==> config.mk <==
export PLATFORM = sky130hd
export DESIGN_NAME = ascon_permutation_core
export DESIGN_NICKNAME = d
export VERILOG_FILES = /design/src/rtl/ascon_permutation_core.sv
export SDC_FILE = /design/constraint.sdc
export NUM_CORES = 2
export LEC_CHECK = 0
export ABC_AREA = 1
export CAP_MARGIN = 5
export CELL_PAD_IN_SITES_DETAIL_PLACEMENT = 1
export CELL_PAD_IN_SITES_GLOBAL_PLACEMENT = 2
export CORE_UTILIZATION = 41
export DETAILED_ROUTE_END_ITERATION = 6
export DONT_BUFFER_PORTS = 1
export GPL_ROUTABILITY_DRIVEN = 0
export PLACE_DENSITY = 0.95
export REMOVE_ABC_BUFFERS = 1
export SYNTH_ARGS = -nofsm -noshare
export SYNTH_HDL_FRONTEND = slang
export SYNTH_SLANG_ARGS = --single-unit
export TNS_END_PERCENT = 30
==> constraint.sdc <==
create_clock -name clk -period 8.8 [get_ports clk]
set_clock_uncertainty 0.05 [all_clocks]
set_input_delay 0.88 -clock clk [delete_from_list [all_inputs] [get_ports clk]]
set_output_delay 0.88 -clock clk [all_outputs]
set_load 0.005 [all_outputs]
==> src/rtl/ascon_permutation_core.sv <==
// Iterative ASCON p^a permutation: one round (constant add, S-box, linear layer)
// per clock over the 320-bit state, with a start/busy/done handshake.
module ascon_permutation_core #(
  parameter int STATE_W = 320,
  parameter int CTR_W   = 5
) (
  input  logic               clk,
  input  logic               rst_n,
  input  logic               start,
  input  logic [CTR_W-1:0]   rounds,
  input  logic [STATE_W-1:0] state_in,
  output logic               busy,
  output logic               done,
  output logic               err,
  output logic [STATE_W-1:0] state_out,
  output logic [CTR_W-1:0]   ctr_out
);

  typedef enum logic {IDLE = 1'b0, RUN = 1'b1} fsm_t;

  fsm_t               fsm, fsm_next;
  logic [STATE_W-1:0] state_p1;
  logic [CTR_W-1:0]   ctr_p1;
  logic [CTR_W-1:0]   rounds_p1;
  logic [STATE_W-1:0] round_out;
  logic               legal, load, reject, last;

  function automatic logic [63:0] ror64(input logic [63:0] v, input int n);
    return (v >> n) | (v << (64 - n));
  endfunction

  // Constants count down by 0x0F per round so every length ends on 0x4B.
  function automatic logic [7:0] round_const(input logic [CTR_W-1:0] r,
                                             input logic [CTR_W-1:0] c);
    logic [7:0] base;
    case (r)
      CTR_W'(6): base = 8'h96;
      CTR_W'(8): base = 8'hB4;
      default:   base = 8'hF0;
    endcase
    return base - (8'(c) * 8'd15);
  endfunction

  function automatic logic [STATE_W-1:0] ascon_round(input logic [STATE_W-1:0] s,
                                                     input logic [7:0] rc);
    logic [63:0] x0, x1, x2, x3, x4, t0, t1, t2, t3, t4;
    x0 = s[319:256];
    x1 = s[255:192];
    x2 = s[191:128];
    x3 = s[127:64];
    x4 = s[63:0];
    x2 = x2 ^ {56'b0, rc};
    x0 = x0 ^ x4;
    x4 = x4 ^ x3;
    x2 = x2 ^ x1;
    t0 = ~x0 & x1;
    t1 = ~x1 & x2;
    t2 = ~x2 & x3;
    t3 = ~x3 & x4;
    t4 = ~x4 & x0;
    x0 = x0 ^ t1;
    x1 = x1 ^ t2;
    x2 = x2 ^ t3;
    x3 = x3 ^ t4;
    x4 = x4 ^ t0;
    x1 = x1 ^ x0;
    x0 = x0 ^ x4;
    x3 = x3 ^ x2;
    x2 = ~x2;
    x0 = x0 ^ ror64(x0, 19) ^ ror64(x0, 28);
    x1 = x1 ^ ror64(x1, 61) ^ ror64(x1, 39);
    x2 = x2 ^ ror64(x2, 1)  ^ ror64(x2, 6);
    x3 = x3 ^ ror64(x3, 10) ^ ror64(x3, 17);
    x4 = x4 ^ ror64(x4, 7)  ^ ror64(x4, 41);
    return {x0, x1, x2, x3, x4};
  endfunction

  assign legal     = (rounds == CTR_W'(6)) || (rounds == CTR_W'(8)) ||
                     (rounds == CTR_W'(12));
  assign last      = (fsm == RUN) && (ctr_p1 == rounds_p1 - 1'b1);
  assign round_out = ascon_round(state_p1, round_const(rounds_p1, ctr_p1));
  assign ctr_out   = ctr_p1;

  always_ff @(posedge clk or negedge rst_n) begin
    if (!rst_n) fsm <= IDLE;
    else        fsm <= fsm_next;
  end

  always_comb begin
    fsm_next = fsm;
    case (fsm)
      IDLE:    if (start && legal) fsm_next = RUN;
      RUN:     if (last)           fsm_next = IDLE;
      default:                     fsm_next = IDLE;
    endcase
  end

  always_comb begin
    busy   = (fsm == RUN);
    load   = (fsm == IDLE) && start && legal;
    reject = (fsm == IDLE) && start && !legal;
  end

  // Round register: loaded on accept, advanced once per RUN cycle
  always_ff @(posedge clk or negedge rst_n) begin
    if (!rst_n) begin
      state_p1  <= '0;
      ctr_p1    <= '0;
      rounds_p1 <= '0;
      state_out <= '0;
      done      <= 1'b0;
      err       <= 1'b0;
    end else begin
      done <= 1'b0;
      err  <= reject;
      if (load) begin
        state_p1  <= state_in;
        rounds_p1 <= rounds;
        ctr_p1    <= '0;
      end else if (busy) begin
        state_p1 <= round_out;
        if (last) begin
          state_out <= round_out;
          done      <= 1'b1;
          ctr_p1    <= '0;
        end else begin
          ctr_p1 <= ctr_p1 + 1'b1;
        end
      end
    end
  end

endmodule

==> metrics.csv <==
stage,metric,value,unit
floorplan,fp.dieW,321,um
worst_setup_path,path_max_fanout,9,
cts,numClockSinks,653,
worst_setup_path,worstSetupPathType,flip-flop to flip-flop,
min_path,hold_class,input pin to async pin,
timing,finalWorstSetupSlack,3.46,ns
flow_run,cap_violations,1,
synth,ys_ff_latch,653,
cells_and_area,layout_common_cells,"nand2_1, dfrtp_1, xor2_1, inv_1, xnor2_1",
synth,synthesis.area,0.0418,mm^2
cts,cts-root-buf,clkbuf_16,
worst_setup_path,slowest_delay,0.88,ns
floorplan,die_area,0.103,mm^2
cts,path_clk_slew,0.06,ns
timing,finalSetupTns,0,ns
cts,cts_tree,done,
timing,setup_viol,0,
placed_design,dp_slack,3.52,ns
route,vias,38500,
worst_setup_path,ff2ff_setup_slack,3.46,ns
route,wire_per_inst,30.9,um
floorplan,start_util,0.416,
placed_design,io_buffers,0,
worst_setup_path,start_kind,flip-flop,
global_routing,grt_pass1_wl,287000,um
synth,syn_area_per_cell,7.96,um^2
floorplan,die_y,321,um
synth,yosysSeqAreaShare,0.391,
cts,ctsResizeCount,0,
route,firstDrtPassIters,6,
outcome,status,"finished, violations left",
timing,hold_viol_final,0,
global_routing,grt_max_degree,654,
cts,cts.htree.levels,3,
cts,post_cts.repair.setup_buffers,0,
route,drt_iter0_markers,4186,
floorplan,pin_count,656,
timing,relSlewSlack,-0.268,
timing,hold_ws,0.153,ns
timing,rsz0062_at_grt,no,
route,drt_wl_total,206000,um
route,viasPerCell,5.77,
global_routing,antenna_found_initial,41,
cts,clockBufferDepth,3,
worst_setup_path,cp_cell_sequence,fa_1 > fa_1 > fa_1 > inv_1 > ha_1 > inv_1 > o21bai_1 > inv_1 > nand2_1 > nand2_1 > nand2_1 > inv_1 > ha_1 > xnor2_1 > xor2_1 > xnor2_1 > xor2_1 > o21ai_1,
synth,yosys.area.top_type_share,0.391,
worst_setup_path,path_delay_family,adder cells,
worst_setup_path,cp_num_buf_inv,4,
synth,synth_cell_type_count,30,
timing,max_freq,187,MHz
global_routing,grt-ovfl-total,0,
timing,tightest_slew,1.90,ns
synth,synth_cells,5244,
worst_setup_path,cpMostUsedCell,inv_1,
worst_setup_path,cp.arrival,5.81,ns
cts,cts_buffers,79,
route,route.detailed.drc,0,
floorplan,fp-row-count,116,
cells_and_area,n_fill_cell,12300,
cells_and_area,layout_commonest_cell,nand2_1,
worst_setup_path,crit_required,9.27,ns
synth,ys_warn_count,0,
cells_and_area,syn_to_final_growth,10.4,%
timing,period_share,0.606,
worst_setup_path,worst_path_max_delay_cell,xor2_1,
outcome,violations,"capacitance limit, slew limit",
worst_setup_path,worstSetupEndpointType,flip-flop,
placed_design,dp_hpwl,160000,um
global_routing,grtUsageTotal,0.392,
floorplan,coreArea,0.100,mm^2
cells_and_area,nets,5708,
cts,clock_latency,0.69,ns
synth,synth_area_leaders,"dfrtp_1, nand2_1, xor2_1",
synth,synth.largest_area_cell,dfrtp_1,
cells_and_area,final_util,0.459,
timing,fin_crit,5.34,ns
timing,drv_slew,312,
global_routing,grt_pass1_vias,38800,
cells_and_area,drive_gt1_frac,0.0430,
route,ant_nets,0,
## metrics by stage
step	area, um^2	std cells
6_report	46100	6678
3_3_place_gp	43200	6494
4_1_cts	45900	6637
3_5_place_dp	43200	6494
5_1_grt	46100	6663
2_1_floorplan	40800	5066
## worst paths after layout
path	startpoint	to	cells after the start
setup / recovery	ctr_out[0]	state_out[116]	18
hold / removal	rst_n	state_p1[296]	1
setup reg to reg	ctr_out[0]	state_out[116]	18
hold reg to reg	state_p1[318]	state_p1[318]	2
max in group asynchronous	rst_n	busy	1
min in group clk	state_in[243]	state_p1[243]	2
## layout make-up
cell class / count / area, um^2 / area share
Inverter: 447 / 1700 / 0.0368
Tap cell: 1357 / 1700 / 0.0368
Sequential cell: 653 / 16300 / 0.355
Clock buffer: 106 / 2290 / 0.0498
Clock inverter: 37 / 443 / 0.00961
Antenna cell: 38 / 95.1 / 0.00206
Multi-Input combinational cell: 3966 / 22900 / 0.496
Timing Repair Buffer: 74 / 666 / 0.0144
## worst register-to-register path: stages, from the launching register on
cell and delay [ns]:
dfrtp_1 0.54, fa_1 0.53, fa_1 0.51, fa_1 0.49
inv_1 0.04, ha_1 0.33, inv_1 0.07, o21bai_1 0.17
inv_1 0.08, nand2_1 0.07, nand2_1 0.06, nand2_1 0.06
inv_1 0.05, ha_1 0.29, xnor2_1 0.44, xor2_1 0.88
xnor2_1 0.22, xor2_1 0.22, o21ai_1 0.09
## kinds of logic after synthesis
| kind of cell | count (synthesis) | synth area share |
|---|---|---|
| AND/OR/NAND/NOR | 2209 | 0.211 |
| XOR/XNOR | 893 | 0.187 |
| adder cells (fa/ha/maj) | 159 | 0.0494 |
| flip-flops | 653 | 0.391 |
| AO/OA/AOI/OAI | 705 | 0.0985 |
| buffers and inverters | 625 | 0.0628 |
## cell usage after synthesis
cell,n
nand2_1,1803
nor3_1,2
o211ai_1,122
buf_6,33
o21ai_0,269
o22ai_1,2
xnor2_1,392
o21bai_1,103
a21oi_1,15
ha_1,149
o221ai_1,2
clkinv_1,1
buf_4,2
clkbuf_1,116
fa_1,10
nand3b_1,22
o21ai_2,2
buf_1,11
or2_2,5
a21boi_0,1
inv_2,1
buf_2,16
nor4_2,1
nand4_1,6
inv_1,445
nor2_1,66
xor2_1,501
nand3_1,304
dfrtp_1,653
o21ai_1,189
## routing by layer
metal  GRT usage  vias to the layer above  wire length (um)
met1       0.483                    19300             77900
met3       0.119                      605             22900
met2       0.577                     1995             87500
met5           0                        -                80
li1            -                    16600                 -
met4       0.296                       14             18000
## flip-flops by register name (all words and copies together), names as in the netlist
signal     cells
busy           1
ctr_out        5
done           1
err            1
rounds_p1      5
state_out    320
state_p1     320
Power is not shown: default switching activity piles up to over one toggle a cycle in this logic, so the estimate is an artifact.
